File: src/rtl/interrupt_claim_complete.sv
// Claim/complete gateway: picks the highest-priority eligible source, notifies the core, and tracks one claim.
// Optional claim watchdog is compiled in with `define INTERRUPT_CLAIM_TIMEOUT_EN.
module interrupt_claim_complete #(
    parameter int N_interrupts   = 32,
    parameter int TIMEOUT_CYCLES = 65535
) (
    input  logic                     clk,
    input  logic                     rst,
    input  logic [N_interrupts-1:0]    pending_interrupts,
    input  logic [N_interrupts*32-1:0] interrupt_priority_regs,
    input  logic [31:0]              claim_addr,
    input  logic [31:0]              threshold_addr,
    input  logic [31:0]              addr,
    input  logic                     wen,
    input  logic                     ren,
    input  logic [31:0]              wdata,
    output logic [31:0]              rdata,
    output logic                     addr_valid,
    output logic [N_interrupts-1:0]    active_interrupt,
    output logic                     interrupt_claimed,
    output logic                     interrupt_service_request,
    output logic                     claim_timeout
);

    localparam int ID_W = $clog2(N_interrupts + 1);

    // Bus handshake: a read or write is a single-cycle strobe (ren/wen) qualified by addr;
    // there is no wait state, rdata is valid combinationally in the strobe cycle.
    typedef enum logic [1:0] {
        IDLE    = 2'd0,
        NOTIFY  = 2'd1,
        CLAIMED = 2'd2
    } state_t;

    state_t            state, state_next;
    logic [2:0]        threshold;
    logic              cand_valid;
    logic [ID_W-1:0]   cand_id;
    logic [ID_W-1:0]   claimed_id;
    logic              claim_pulse;

    logic              sel_valid;
    logic [2:0]        sel_prio;
    logic [ID_W-1:0]   sel_id;

    logic              claim_hit, thr_hit;
    logic              claim_rd, complete_wr, thr_wr;
    logic              claim_take, complete_ok, timeout_fire;
    logic              prio_upper_unused;

    assign claim_hit   = (addr == claim_addr);
    assign thr_hit     = (addr == threshold_addr);
    assign addr_valid  = claim_hit | thr_hit;
    assign claim_rd    = ren & claim_hit;
    assign complete_wr = wen & claim_hit;
    assign thr_wr      = wen & thr_hit;
    assign claim_take  = claim_rd & (state == NOTIFY);
    assign complete_ok = complete_wr && (wdata == {{(32-ID_W){1'b0}}, claimed_id});

    // Only bits [2:0] of each priority word matter.
    assign prio_upper_unused = ^interrupt_priority_regs;

    // Ascending scan with strict '>' keeps the lowest index on equal priority.
    always_comb begin
        sel_valid = 1'b0;
        sel_prio  = 3'd0;
        sel_id    = '0;
        for (int i = 0; i < N_interrupts; i++) begin
            if (pending_interrupts[i]
                && (interrupt_priority_regs[i*32 +: 3] > threshold)
                && (interrupt_priority_regs[i*32 +: 3] > sel_prio)) begin
                sel_valid = 1'b1;
                sel_prio  = interrupt_priority_regs[i*32 +: 3];
                sel_id    = ID_W'(i + 1);
            end
        end
    end

`ifdef INTERRUPT_CLAIM_TIMEOUT_EN
    logic [31:0] claim_cycles;
    logic        timeout_q;

    assign timeout_fire  = (state == CLAIMED) && !complete_ok
                           && ((claim_cycles + 32'd1) >= 32'(TIMEOUT_CYCLES));
    assign claim_timeout = timeout_q;

    always_ff @(posedge clk or posedge rst) begin
        if (rst) begin
            claim_cycles <= 32'd0;
            timeout_q    <= 1'b0;
        end else begin
            if (claim_take)
                claim_cycles <= 32'd0;
            else if (state == CLAIMED)
                claim_cycles <= claim_cycles + 32'd1;
            if (thr_wr)
                timeout_q <= 1'b0;
            else if (timeout_fire)
                timeout_q <= 1'b1;
        end
    end
`else
    logic timeout_cfg_unused;

    assign timeout_cfg_unused = (TIMEOUT_CYCLES == 0);
    assign timeout_fire       = 1'b0;
    assign claim_timeout      = 1'b0;
`endif

    always_ff @(posedge clk or posedge rst) begin
        if (rst)
            state <= IDLE;
        else
            state <= state_next;
    end

    always_comb begin
        state_next = state;
        case (state)
            IDLE:    if (cand_valid) state_next = NOTIFY;
            NOTIFY: begin
                if (claim_take)
                    state_next = CLAIMED;
                else if (!cand_valid)
                    state_next = IDLE;
            end
            CLAIMED: if (complete_ok || timeout_fire) state_next = IDLE;
            default: state_next = IDLE;
        endcase
    end

    // cand_id holds its last winner so a claim racing the candidate's withdrawal still gets that ID.
    always_ff @(posedge clk or posedge rst) begin
        if (rst) begin
            threshold   <= 3'd0;
            cand_valid  <= 1'b0;
            cand_id     <= '0;
            claimed_id  <= '0;
            claim_pulse <= 1'b0;
        end else begin
            cand_valid  <= sel_valid;
            if (sel_valid)
                cand_id <= sel_id;
            if (thr_wr)
                threshold <= wdata[2:0];
            if (claim_take)
                claimed_id <= cand_id;
            claim_pulse <= claim_take;
        end
    end

    always_comb begin
        rdata = 32'd0;
        if (claim_rd) begin
            if (state == NOTIFY)
                rdata = {{(32-ID_W){1'b0}}, cand_id};
        end else if (ren && thr_hit) begin
            rdata = {29'd0, threshold};
        end
    end

    always_comb begin
        active_interrupt = '0;
        for (int i = 0; i < N_interrupts; i++)
            active_interrupt[i] = (state == CLAIMED) && (claimed_id == ID_W'(i + 1));
    end

    assign interrupt_claimed         = claim_pulse;
    assign interrupt_service_request = (state == NOTIFY);

endmodule
File: config.mk
export PLATFORM = sky130hd
export DESIGN_NAME = interrupt_claim_complete
export DESIGN_NICKNAME = d
export VERILOG_FILES = /design/src/rtl/interrupt_claim_complete.sv
export SDC_FILE = /design/constraint.sdc
export NUM_CORES = 1
export LEC_CHECK = 0
export CAP_MARGIN = 0
export CORE_AREA = 2 2 496 498
export DETAILED_ROUTE_END_ITERATION = 16
export DIE_AREA = 0 0 498 500
export GPL_TIMING_DRIVEN = 1
export PLACE_DENSITY = 0.3
export SLEW_MARGIN = 10
export SYNTH_ARGS = -nofsm -noshare
export SYNTH_HDL_FRONTEND = slang
export SYNTH_SLANG_ARGS = --single-unit
export TNS_END_PERCENT = 30
File: constraint.sdc
create_clock -name clk -period 73.1 [get_ports clk]
set_input_delay 14.62 -clock clk [delete_from_list [all_inputs] [get_ports clk]]
set_output_delay 14.62 -clock clk [all_outputs]
set_load 0.01 [all_outputs]
# [Word level (Yosys, flattened, before mapping)]
# Index checks and enable logic that the tools add are counted.
[word_totals] ff_bits=19 output_inout_bits=68
[classes] order_cmp=64 n_eq_ne=40 mux=103 n_bitwise=5 reduce_logical=100
[ops] cell="6-bit two-way mux" n=32
[ops] cell="3-bit greater-than comparator" n=63
[ops] cell="1-bit logical AND" n=98
[ops] cell="6-bit by 5-bit == test with 1-bit output, second input constant" n=16
[ops] cell="3-bit two-way mux" n=32
[ops] cell="32-bit == test" n=2
[ops] cell="6-bit by 4-bit == test with 1-bit output, second input constant" n=8
[ops] cell="1-bit two-way mux" n=33
[ops] cell="32-bit by 6-bit == test with 1-bit output" n=1
[ops] cell="32-bit two-way mux" n=1
[ops] cell="6-bit by 3-bit == test with 1-bit output, second input constant" n=4
[ops] cell="6-bit by 2-bit == test with 1-bit output, second input constant" n=2
[ops] cell="2-bit two-way mux" n=4
[ops] cell="6-bit by 1-bit == test with 1-bit output, second input constant" n=1
[ops] cell="6-bit == test, second input constant" n=1
[ops] cell="2-bit case mux with 3 select lines" n=1
[ops] cell="1-bit bitwise AND" n=4
[ops] cell="2-bit inequality test, second input constant" n=2
[ops] cell="3-bit by 1-bit greater-than comparator with 1-bit output, second input constant" n=1
[ops] cell="3-bit by 2-bit inequality test with 1-bit output, second input constant" n=1
[ops] cell="3-bit AND reduction" n=1
[ops] cell="2-bit by 1-bit == test with 1-bit output, second input constant" n=1
[ops] cell="2-bit == test, second input constant" n=1
[ops] cell="2-bit logical NOT" n=1
[ops] cell="1-bit OR" n=1

# [Depth between registers and ports, before layout]
# Gate-level depths: netlist (run 1).
[logic_depth] depth_word=97 depth_mapped=221

# [Worst setup path before layout (run 1)]
# Ideal clock, no wire load.
[synth_timing] path_type="in2reg" startpoint="input port interrupt_priority_regs[1]" endpoint="register cand_id[1]" setup_ps=82 arrival_ps=51466 t_required_ps=73018 setup_slack_ps=21552 stages=216 path_buffers=3 path_cell_list="ha_1 -> inv_1 -> o21ai_0 -> nand3_1 -> ha_1 -> a21oi_1 -> a22o_1 -> nor2_2 -> o21a_1 -> ha_1 -> a21oi_1 -> a22o_1 -> or2_1 -> buf_6 -> o211ai_1 -> o21ai_0 -> ha_1 -> nand3b_1 -> [180 not listed] -> mux2_2 -> ha_1 -> a21o_1 -> a21oi_1 -> or3_1 -> clkbuf_1 -> and3_1 -> a221oi_2 -> ha_1 -> inv_1 -> a21o_1 -> a21oi_1 -> nor3_1 -> nor4_1 -> nand3_1 -> or3_1 -> clkbuf_1 -> o22ai_1"
[synth_via] elab_chain_cells=97
[synth_lines] item="from (decl)" line_no="10" rtl="input logic [N_interrupts*32-1:0] interrupt_priority_regs,"
[synth_lines] item="3-bit greater-than comparator" line_no="70" rtl="&& (interrupt_priority_regs[i*32 +: 3] > threshold)"
[synth_lines] item="1-bit logical AND" line_no="70"
[synth_lines] item="1-bit logical AND" line_no="71" rtl="&& (interrupt_priority_regs[i*32 +: 3] > sel_prio)) begin"
[synth_lines] item="3-bit two-way mux" line_no="69" rtl="if (pending_interrupts[i]"
[synth_lines] item="3-bit greater-than comparator" line_no="71"
[synth_lines] item="1-bit logical AND" line_no="71"
[synth_lines] item="3-bit two-way mux" line_no="69"
[synth_lines] item="3-bit greater-than comparator" line_no="71"
[synth_lines] item="[82 not listed]"
[synth_lines] item="3-bit two-way mux" line_no="69"
[synth_lines] item="3-bit greater-than comparator" line_no="71"
[synth_lines] item="1-bit logical AND" line_no="71"
[synth_lines] item="3-bit two-way mux" line_no="69"
[synth_lines] item="3-bit greater-than comparator" line_no="71"
[synth_lines] item="1-bit logical AND" line_no="71"
[synth_lines] item="1-bit two-way mux (*)" line_no="69"
[synth_lines] item="via sel_valid" line_no="42" rtl="logic sel_valid;"
[synth_lines] item="to (signal assigned)" line_no="143" rtl="cand_id <= sel_id;"
[synth_lines] item="to (decl)" line_no="38" rtl="logic [ID_W-1:0] cand_id;"
# Mark *: on every way through the listed nets, which the timed path passes. The rest lies on a longest branch.
# A chain may end at the register's enable or synchronous reset.

# [Worst setup path after layout (run 1)]
[layout_timing] startpoint="input port interrupt_priority_regs[1]" endpoint="register cand_id[1]"
[layout_via] elab_chain_cells=97
[layout_lines] item="3-bit greater-than comparator" line_no="70"
[layout_lines] item="1-bit logical AND" line_no="70"
[layout_lines] item="1-bit logical AND" line_no="71"
[layout_lines] item="3-bit two-way mux" line_no="69"
[layout_lines] item="3-bit greater-than comparator" line_no="71"
[layout_lines] item="1-bit logical AND" line_no="71"
[layout_lines] item="3-bit two-way mux" line_no="69"
[layout_lines] item="3-bit greater-than comparator" line_no="71"
[layout_lines] item="[81 not listed]"
[layout_lines] item="1-bit logical AND" line_no="71"
[layout_lines] item="3-bit two-way mux" line_no="69"
[layout_lines] item="3-bit greater-than comparator" line_no="71"
[layout_lines] item="1-bit logical AND" line_no="71"
[layout_lines] item="3-bit two-way mux" line_no="69"
[layout_lines] item="3-bit greater-than comparator" line_no="71"
[layout_lines] item="1-bit logical AND" line_no="71"
[layout_lines] item="6-bit two-way mux or 1-bit two-way mux (tied branches)" line_no="69"
# Parallel ways exist; a longest one is shown, timed or not.

==> results of run 1 <==
## worst max-delay path by stage
stage                                          start         end  slack (ns)
after global placement    interrupt_priority_regs[1]  cand_id[1]       13.86
after detailed placement  interrupt_priority_regs[1]  cand_id[1]       13.59
final                     interrupt_priority_regs[1]  cand_id[1]       14.08
after floorplan           interrupt_priority_regs[1]  cand_id[1]       21.55
after CTS                 interrupt_priority_regs[1]  cand_id[1]       13.82
after global routing      interrupt_priority_regs[1]  cand_id[1]        9.52
## layer usage
| layer | GRT usage (%) | vias up | part of all wire [%] |
|---|---|---|---|
| met5 | 0 | - | 0.43 |
| met4 | 1.43 | 52 | 3.1 |
| met3 | 2.29 | 183 | 8.8 |
| met2 | 10.2 | 359 | 51 |
| met1 | 5.46 | 4689 | 37 |
| li1 | - | 5081 | - |
## state kept, by name, indices dropped and copies added, names as in the netlist
register / count
interrupt_claimed: 1
state: 2
cand_valid: 1
threshold: 3
cand_id: 6
claimed_id: 6
## per-stage QoR
stage	cell area [µm²]	utilization, %	setup slack [ns]	total power, mW
after floorplan	8540	-	21.55	0.106
after global placement	15400	6.32	13.86	0.158
after detailed placement	15400	6.32	13.59	0.158
after CTS	15500	6.35	13.82	0.171
after global routing	15500	6.36	9.52	0.188
final	15500	6.36	14.08	0.168
## cell type report
cell class / instances / area, µm²
antenna: 11 / 27.5
clock buffer: 3 / 75.1
clock inverter: 1 / 7.51
fill: 28743 / 229000
inverter: 96 / 360
multi-input combinational: 1100 / 7460
sequential: 19 / 475
tap: 3220 / 4030
timing repair buffer: 314 / 3110
## critical path, delay by kind of cell
kind	cells	cell delay [ns]
adders and majority gates	35	10.09
muxes	6	2.05
and+or+nand+nor	89	14.21
buffers and inverters	7	0.97
AOI/OAI and AO/OA	76	17.25
## cell usage in the layout (no fill, tap or decap), types with 24 or more instances in the layout
cell | synthesis | final
a21oi_1 | 81 | 81
nor2b_1 | 28 | 28
nor2_1 | 125 | 125
clkdlybuf4s50_1 | 0 | 300
xor2_1 | 64 | 64
inv_1 | 96 | 96
nor3_1 | 35 | 35
nand2_1 | 116 | 116
o21ai_0 | 70 | 70
conb_1 | 1 | 27
nor4_1 | 25 | 24
ha_1 | 137 | 137
nand3_1 | 87 | 87
## cells by family (layout without fill, tap and decap cells)
family,after synthesis,in the layout,synth area share (%)
flip-flops,19,19,5.63
other,1,38,0.0444
buffers and inverters,132,414,7.17
AND/OR/NAND/NOR,514,514,29.9
multiplexers,14,14,1.85
XOR/XNOR,70,70,7.26
adder cells (fa/ha/maj),144,144,21.1
AO/OA/AOI/OAI,331,331,27.0
## where the power goes
part / switching [mW] / internal, mW / total [mW] / leakage [nW]
combinational: 0.0815 / 0.0605 / 0.142 / 4.97
clock: 0.00470 / 0.00742 / 0.0121 / 0.0372
sequential: 0.00109 / 0.0124 / 0.0135 / 0.227
==> metrics, run 1 <==
status completed; synthesis-stage register bit count 19; Reg2Reg Depth 214; crit path launch type input pin; core area 244000 µm²; Die Y 500 µm; HP Start cand_valid; clock slew at reported path FFs 0.06 ns; row count 182; htree depth 1; final hold violations 0; actual slew at the worst max-slew pin 0.904 ns; fmax 16.9 MHz; WHS Endpoint state[0]; Synth area leaders ha_1 20%, xor2_1 6.6%, dfrtp_1 5.6%; largest net degree at the start of global routing 20; Hold-fix buffers, CTS 0; die area 249000 µm²; Worst Hold Depth 1; Crit path largest cell delay 0.71 ns; area leader, netlist ha_1; synth warn 0; min-delay worst type flip-flop to flip-flop; most used cell, CP ha_1; CTS tree built; post_cts resized 0; drt pass-1 iters 4; antenna violations before repair 113; Syn Inst Count 1225; Slew headroom 39.3%; most frequent cell after synthesis ha_1; DR iter-0 viols 387; Avg WL per Cell 14.7 µm; insertion delay to the later sink of the worst-skew pair 0.26 ns; post-DP HPWL 65600 µm; worst r2r dst cand_id[1]; Synth Cell Area 8440 µm²; Tmin final 59.02 ns; endpoint class of the critical path flip-flop; I/O pins 1256; Initial Utilization 3.45%; Sum Neg Setup Slack 0 ns; final WL 70200 µm; total grt overflow 0; synth cell count leaders 137 x ha_1, 125 x nor2_1, 116 x nand2_1, 96 x inv_1, 87 x nand3_1; Final setup violation count 0; placed insts 4749; Max IR drop VDD 0.00726 mV; Final ANT Viol Nets 0; hold slack 0.490 ns; Longest Clk Path Bufs 2; layout cells sized above 1 4.76%; max-cap viol count 0; Critical Path RT 73.28 ns; final period utilization 80.7%; syn avg cell area 6.89 µm²; Worst Path Max Fanout 11; vias per cell 2.18; CP max-delay cell a2111oi_0; R2R Setup Slk 27.93 ns; routed via count 10364; setup bufs post-CTS 0; Post-synth top flop dfrtp_1; Pleak 5.23 nW; Area growth, synth to finish 84.2%; pwr/cell area 10.8 nW/µm²; RSZ-0062 raised after global routing no; first-pass GRT wire length 90100 µm; WS Path Type input pin to flip-flop; vias in the first global route 9925; Die X 498 µm; Max Slew Vio Count 0; CTS root buf clkbuf_16; crit path DAT 59.21 ns; number of port buffers 300; FFs w/ async S/R, synth 100%; final net count 2859; post-synth top area share 20.3%; total global-route track usage 5.44%; R2R Path Start threshold[2]; Finished Layout Cells 4764; Cell variety after synth 90; sequential fraction of the synthesis area 5.63%; final worst clock skew 0.00151 ns; clk sinks 19; Num CTS Buffers 3; number of flops mapped to enable cells by yosys 0; DRC errors left 0; routability cong. 0.725
No activity file was read; power rests on OpenSTA's default activity.
==> inputs of run 2 (changes only) <==
--- a/config.mk
+++ b/config.mk
@@ -6,9 +6,9 @@
 export NUM_CORES = 1
 export LEC_CHECK = 0
 export CAP_MARGIN = 0
-export CORE_AREA = 2 2 496 498
+export CORE_AREA = 2 2 493 495
 export DETAILED_ROUTE_END_ITERATION = 16
-export DIE_AREA = 0 0 498 500
+export DIE_AREA = 0 0 495 497
 export GPL_TIMING_DRIVEN = 1
 export PLACE_DENSITY = 0.3
 export SLEW_MARGIN = 10
==> constraint.sdc (replaced) <==
create_clock -name clk -period 51.4 [get_ports clk]
set_input_delay 10.28 -clock clk [delete_from_list [all_inputs] [get_ports clk]]
set_output_delay 10.28 -clock clk [all_outputs]
set_load 0.01 [all_outputs]
==> run 2 against run 1 <==
Against the previous run: clock skew is 0.0067 ns higher; utilization grew 0.56 points; clock power is 40% higher; critical path depth is 3 higher; worst hold slack got worse by 0.0055 ns; flip-flop and latch count unchanged; routed wire length grew 1.6%; non-clock buffer count increased by 105; die area shrank 1.2%; via count rose by 3.9%; sequential share of layout area fell by 0.20 points; sequential power increased by 41%; critical endpoint unchanged.
==> metrics, run 2 (synthesis results as in run 1) <==
final hold violations 0 (unchanged); Num CTS Buffers 3 (unchanged); vias per cell 2.23 (+2.4%); max-cap viol count 0 (unchanged); Tmin final 48.56 ns; Placement Cell Area 16100 µm² (+4.2%); Final ANT Viol Nets 0 (unchanged); Sum Neg Setup Slack 0 ns (unchanged); Crit path largest cell delay 0.48 ns (-0.23 ns); DR top layer met5; clock slew at reported path FFs 0.06 ns (about the same); row count 180 (-1.1%); antenna violations before repair 116 (+2.7%); Pleak 5.79 nW (+11%); Longest Clk Path Bufs 2 (unchanged); area of the multi-input gates 7800 µm² (+4.5%); met2 WL post-DR 36800 µm (+2.9%); CP Launch Point interrupt_priority_regs[2]; Final setup violation count 0 (unchanged); post-route cell area 16600 µm² (+6.9%); CP max-delay cell clkdlybuf4s50_1; Die X 495 µm (-0.60%); actual slew at the worst max-slew pin 1.24 ns (+0.335 ns); layout cells sized above 1 14.3% (+9.6 points); endpoint class of the critical path flip-flop; biggest regs cand_id x6, claimed_id x6, threshold x3; die area 246000 µm² (-1.2%); clk sinks 19 (unchanged); Initial Utilization 3.52% (+0.061 points); R2R Path Start threshold[1]; most frequent cells in the layout 300 x clkdlybuf4s50_1, 136 x ha_1, 119 x buf_4; met3 WL 6690 µm (+8.7%); final WL 71400 µm (+1.6%); post-DP HPWL 66400 µm (+1.1%); Max Slew Vio Count 0 (unchanged); final worst clock skew 0.00816 ns (+0.00665 ns); Reg area 475 µm² (unchanged); Slew headroom 16.3% (-23 points); most used cell, CP ha_1; min-delay worst type flip-flop to flip-flop; most common cell after layout, fill and taps aside clkdlybuf4s50_1; status completed; I/O pins 1256 (unchanged); CTS tree built; final net count 2964 (+3.7%); drt pass-1 iters 4 (unchanged); htree depth 1 (unchanged); DRC errors left 0 (unchanged); # fillers 28397 (-1.2%); insertion delay to the later sink of the worst-skew pair 0.26 ns (about the same); fmax 20.6 MHz; crit path launch type input pin; largest net degree at the start of global routing 22 (+10%); Die Y 497 µm (-0.60%); Hold-fix buffers, CTS 0 (unchanged); total power 0.291 mW (+74%); HP Start cand_valid; Critical Path RT 51.58 ns (-21.70 ns); Max IR drop VDD 0.0118 mV (+63%); routed via count 10770 (+3.9%); WS Path Type input pin to flip-flop; routability cong. 0.755 (+4.2%); vias in the first global route 10352 (+4.3%); first-pass GRT wire length 91400 µm (+1.5%); number of port buffers 300 (unchanged); Area growth, synth to finish 96.9%; Worst Path Max Fanout 11 (unchanged); CTS root buf clkbuf_16; total global-route track usage 5.59% (+0.14 points); DR iter-0 viols 373 (-3.6%); Avg WL per Cell 14.8 µm (+0.13%); crit path DAT 48.74 ns (-10.47 ns); final period utilization 94.5%; pwr/cell area 17.5 nW/µm² (+63%); core area 240000 µm² (-1.7%); M1 WL 25400 µm (-1.8%); total grt overflow 0 (unchanged)
## run 2: cell count changes in the layout (fill, tap and decap cells not counted), sizes merged
cell	previous run	this run
buf	14	119
## run 2: cell type report
class	instances	area share (%)
Antenna cell	11	0.166
Timing Repair Buffer	419	23.4
Multi-Input combinational cell	1100	46.9
Clock buffer	3	0.452
Tap cell	3185	24.0
Sequential cell	19	2.86
Inverter	96	2.17
Clock inverter	1	0.0452
## run 2: critical path, delay by kind of cell
family	cells	cell delay [ns]
mux	6	1.91
buf+inv	11	1.59
simple gates	84	11.08
compound gates	76	12.71
fa+ha+maj	39	11.03
## run 2: worst paths after layout
kind,end,slack (ns),cells past startpoint
min in group asynchronous,cand_id[0],10.47,2
max,cand_id[1],2.84,216
max in group asynchronous,threshold[1],40.43,2
min reg2reg,state[0],0.48,1
min,state[0],0.48,1
max reg2reg,cand_id[1],12.32,216
## run 2: per-stage QoR
step	setup slack (ns)	instances	hold slack, ns	util (%)
floorplan	4.19	1251	0.462	-
global placement	-0.294	4806	0.471	6.70
global route	-0.133	4829	0.526	6.92
detailed placement	-0.496	4806	0.474	6.70
finish	2.84	4834	0.484	6.92
CTS	0.0144	4810	0.487	6.74
## run 2: report_power, final
group,total (mW),internal [mW],switching [mW]
sequential,0.0190,0.0176,0.00139
combinational,0.255,0.125,0.131
clock,0.0169,0.0105,0.00634
## run 2: routing by layer
layer | GRT usage (%) | up-vias
met5 | 0 | -
met4 | 1.54 | 62
met3 | 2.33 | 196
met2 | 10.5 | 365
met1 | 5.57 | 4837
li1 | - | 5310
## run 2: repair_timing
action	in CTS	in global routing
endpoints found under the setup margin	6	7
gates resized for setup	4	72
pin swaps	0	16
gates cloned	0	0
setup buffers	0	13
==> inputs of run 3 (changes only) <==
==> constraint.sdc (replaced) <==
create_clock -name clk -period 41.1 [get_ports clk]
set_input_delay 8.22 -clock clk [delete_from_list [all_inputs] [get_ports clk]]
set_output_delay 8.22 -clock clk [all_outputs]
set_load 0.01 [all_outputs]
==> run 3 against run 2 <==
Against the previous run: the run now ends with setup timing left; clock power increased by 20%; sequential power up 25%; flip-flop and latch count unchanged; routed wire length down 1.2%; die area stayed put; first-iteration DRC count rose by 4.0%; register-to-register slack lost 7.9 ns; count of clock-buffer cells in the layout rose by 1; final cell count up 2.3%.
==> metrics, run 3 (synthesis results as in run 1) <==
clock slew at reported path FFs 0.06 ns (about the same); most common cell after layout, fill and taps aside clkdlybuf4s50_1; die area 246000 µm² (unchanged); Initial Utilization 3.52% (unchanged); CP max-delay cell or3_4; Critical Path RT 41.28 ns (-10.30 ns); total global-route track usage 5.48% (-0.11 points); worst setup margin -3.05 ns (-5.89 ns); htree depth 1 (unchanged); status complete, but fails checks; Final setup violation count 7 (+7); crit path DAT 44.33 ns (-4.41 ns); Crit path largest cell delay 0.44 ns (-0.04 ns); CTS root buf clkbuf_16; routed via count 11249 (+4.4%); routability cong. 0.764 (+1.2%); Die X 495 µm (unchanged); most used cell, CP ha_4; Final ANT Viol Nets 0 (unchanged); clk sinks 19 (unchanged); final net count 3071 (+3.6%); biggest regs cand_id x6, claimed_id x6, threshold x3; actual slew at the worst max-slew pin 0.940 ns (-0.299 ns); post-DP HPWL 64500 µm (-2.9%); RSZ-0062 raised after global routing yes; Reg area 475 µm² (unchanged); Buffers & Inverters on Critical Path 8 (-3); Longest Clk Path Bufs 2 (unchanged); vias per cell 2.27 (+2.1%); total power 0.475 mW (+63%); Max IR drop VDD 0.0130 mV (+10%); final hold violations 0 (unchanged); WS Path Type input pin to flip-flop; pwr/cell area 25.8 nW/µm² (+47%); vias in the first global route 10767 (+4.0%); Area growth, synth to finish 118%; final period utilization 107%; min-delay worst type flip-flop to flip-flop; core area 240000 µm² (unchanged); final WL 70500 µm (-1.2%); first-pass GRT wire length 90900 µm (-0.59%); pre-CTS setup slack -5.44 ns (-4.94 ns); Num CTS Buffers 3 (unchanged); failing checks setup timing; most frequent cells in the layout 296 x clkdlybuf4s50_1, 220 x buf_4, 109 x ha_1; Worst Path Max Fanout 5 (-6); area of the multi-input gates 8770 µm² (+12%); number of port buffers 300 (unchanged); total grt overflow 0 (unchanged); drt pass-1 iters 5 (+1); final worst clock skew 0.00176 ns (-0.00640 ns); Top Family by Delay on Critical Path compound AO/OA/AOI/OAI gates; row count 180 (unchanged); Tmin final 44.15 ns; CTS tree built; crit path launch type input pin; antenna violations before repair 109 (-6.0%); Slew headroom 36.5% (+20 points); max-cap viol count 0 (unchanged); Hold-fix buffers, CTS 0 (unchanged); fmax 22.7 MHz; DR iter-0 viols 388 (+4.0%); DRC errors left 0 (unchanged); largest net degree at the start of global routing 35 (+59%); Pleak 6.45 nW (+12%); Avg WL per Cell 14.3 µm (-3.4%); I/O pins 1256 (unchanged); Final Util 7.68% (+0.75 points); endpoint class of the critical path flip-flop; layout cells sized above 1 26.4% (+12 points); # fillers 28250 (-0.52%); insertion delay to the later sink of the worst-skew pair 0.25 ns (about the same); Die Y 497 µm (unchanged); hold slack 0.487 ns (+0.00325 ns); Max Slew Vio Count 0 (unchanged)
==> run 3: cell types whose count changed in the layout (fill, tap and decap cells not counted), moves of 10 or more <==
cell,change
buf_4,+101
ha_1,-27
ha_4,+26
nor2_1,-20
nor2_4,+16
nand2_1,-10
==> run 3: per-layer routing <==
layer	wire length, µm	track usage, %	share of wire (%)
met5	277	0	0.39
met4	2400	2.10	3.4
met3	5070	1.74	7.2
met2	37800	10.5	54
met1	25000	5.38	35
==> run 3: path summary, 6_finish.rpt <==
kind                                             from          to  slack, ns  cells past startpoint
min in group asynchronous                         rst    state[1]       8.41                      2
max                        interrupt_priority_regs[2]  cand_id[1]      -3.05                    214
min reg2reg                                cand_valid    state[0]       0.49                      1
max reg2reg                              threshold[0]  cand_id[1]       4.42                    213
min                                        cand_valid    state[0]       0.49                      1
max in group asynchronous                         rst  cand_id[5]      32.20                      2
==> run 3: stage by stage <==
step	setup TNS (ns)	instances	area [µm²]
3_5_place_dp	-37.18	4860	17000
4_1_cts	-28.25	4894	17500
2_1_floorplan	-11.93	1251	9100
5_1_grt	-36.09	4943	18400
6_report	-20.61	4947	18400
3_3_place_gp	-38.12	4860	17000
==> run 3: cell type report <==
cell class                 count  area share (%)
multi-input combinational   1100            47.6
inverter                      96            1.95
antenna                       17           0.231
clock buffer                   4           0.428
tap                         3185            21.6
timing repair buffer         526            25.6
sequential                    19            2.58
==> run 3: worst register-to-register path, delay by kind of cell, from the launching register on <==
kind            cells  cell delay (ns)
flops               1             0.37
simple gates       86            10.86
buf+inv             8             0.86
compound gates     75            12.79
fa+ha+maj          38             9.94
mux                 6             1.79
==> run 3: power breakdown <==
part	switching [mW]	total, mW	internal [mW]
Clock	0.00713	0.0203	0.0132
Sequential	0.00164	0.0237	0.0221
Combinational	0.206	0.431	0.224
Total	0.215	0.475	0.260
==> run 3: timing repair <==
action | 4_1_cts | 5_1_grt
pin swaps | 46 | 165
endpoints found under the setup margin | 7 | 7
buffers inserted | 30 | 36
resized for setup | 39 | 121
==> RTL edit: new RTL, flow settings as in run 2 <==
Put a register stage on the outputs `addr_valid` and `interrupt_service_request`, with the module's reset. The values now appear one clock later. The other outputs are not delayed to match.
--- a/src/rtl/interrupt_claim_complete.sv
+++ b/src/rtl/interrupt_claim_complete.sv
@@ -50,7 +50,6 @@
 
     assign claim_hit   = (addr == claim_addr);
     assign thr_hit     = (addr == threshold_addr);
-    assign addr_valid  = claim_hit | thr_hit;
     assign claim_rd    = ren & claim_hit;
     assign complete_wr = wen & claim_hit;
     assign thr_wr      = wen & thr_hit;
@@ -166,6 +165,14 @@
     end
 
     assign interrupt_claimed         = claim_pulse;
-    assign interrupt_service_request = (state == NOTIFY);
+    always_ff @(posedge clk or posedge rst) begin
+        if (rst) begin
+            addr_valid                <= '0;
+            interrupt_service_request <= '0;
+        end else begin
+            addr_valid                <= claim_hit | thr_hit;
+            interrupt_service_request <= (state == NOTIFY);
+        end
+    end
 
 endmodule
Check against the original RTL: not equivalent (a bounded check fails within 4 cycles, from zero or initial values and one cycle with rst high).
==> RTL edit against run 2 <==
- routed wire length up 3.6%
- largest cell class unchanged
- register-to-register slack worse by 750 ps
- first-iteration DRC count up 4.6%
- count of clock-buffer cells in the layout unchanged
- cell count up 2.0%
- total power up 18%
- sequential cell count up 2
- die area unchanged
- synthesized area up 6.5%
- final area up 9.0%
- global-route usage up 0.16 points
- maximum frequency down 1.5%
- setup slack worse by 720 ps
==> RTL edit: results (changes against run 2) <==
[global_route]
met3_usage_pct = 3.77  ; +1.4 points
use_met2_pct = 9.64  ; -0.82 points
grt_max_degree = 33  ; +50%
grt_pass1_wl_um = 95400  ; +4.4%
antenna_found_initial = 89  ; -23%
grtUsageTotal_pct = 5.75  ; +0.16 points
gr-usage-met1_pct = 5.91  ; +0.33 points

[routing]
drtIter0Drc = 390  ; +4.6%
wl_per_cell_um = 15.0  ; +1.6%
routed-wl-met2_um = 34800  ; -5.4%
routed_via_density = 2.31  ; +3.6%
wl_um = 74000  ; +3.6%
routed-wl-met3_um = 10300  ; +55%
wl_met1_um = 27100  ; +6.7%

[synthesis]
ys_types = 101  ; +12%
synth_fa_ha_area_share_pct = 19.7  ; -1.5 points
yosys.area_share.xor_xnor_pct = 6.82  ; -0.44 points
ys_seq_area_share_pct = 5.85  ; +0.21 points
synth_area_leaders = ha_1 (19%), xor2_1 (6.2%), dfrtp_1 (5.8%), nor2_1 (5.1%), nand2_1 (5.1%)
yosys-top-cells-count = ha_1 (137), nor2_1 (123), nand2_1 (121)

[pwr]
ir_drop_uv = 9.53  ; -19%
power.leakage_nw = 6.34  ; +9.5%
pwr-share-clk_pct = 5.6  ; -0.2 points

[outcome]
status = finished, final reports clean

[setup_path]
critPathMaxFanout = 5  ; -6
max_stage_delay_ps = 530  ; +50 ps
arrival_ps = 49460  ; +720 ps
crit_slowest_cell = or4_4

[sta]
fin_worst_skew_ps = 2.13  ; -6.03 ps
relSlewSlack_pct = 28.7  ; +12 points

[finish]
drive_gt1_share_pct = 22.1  ; +7.7 points

[placement]
place_area_um2 = 16800  ; +4.5%
dpl.hpwl_um = 67300  ; +1.3%
gpl.final_weighted_congestion = 0.735  ; -2.7%
pre_cts_ws_ps = -1950  ; -1450 ps

[clocking]
clock_latency_ps = 280  ; +20 ps

RTL edit: path summary, 6_finish.rpt:
path                                      to  cells past startpoint                       start  slack [ps]
setup reg to reg                  cand_valid                    224                threshold[2]       11570
hold / removal                    cand_id[2]                      1                  cand_id[2]         490
setup / recovery                  cand_valid                    227  interrupt_priority_regs[0]        2120
max in group asynchronous  interrupt_claimed                      2                         rst       40230
hold reg to reg                   cand_id[2]                      1                  cand_id[2]         490
min in group asynchronous         cand_id[0]                      2                         rst       10540
RTL edit: final cells by class:
cell class                      count  area, um^2
Fill cell                       28339      222000
Multi-Input combinational cell   1128        8750
Timing Repair Buffer              481        4370
Tap cell                         3185        3990
Sequential cell                    21         526
Inverter                          102         383
Clock buffer                        3        75.1
Antenna cell                       10        25.0
Clock inverter                      1        7.51
RTL edit: repair_timing:
item | in CTS | in global routing
pin swaps | 11 | 111
resized for setup | 36 | 154
cloned | 0 | 0
setup endpoints to repair | 7 | 7
buffers inserted | 14 | 37
endpoints found under the hold margin | 0 | 0
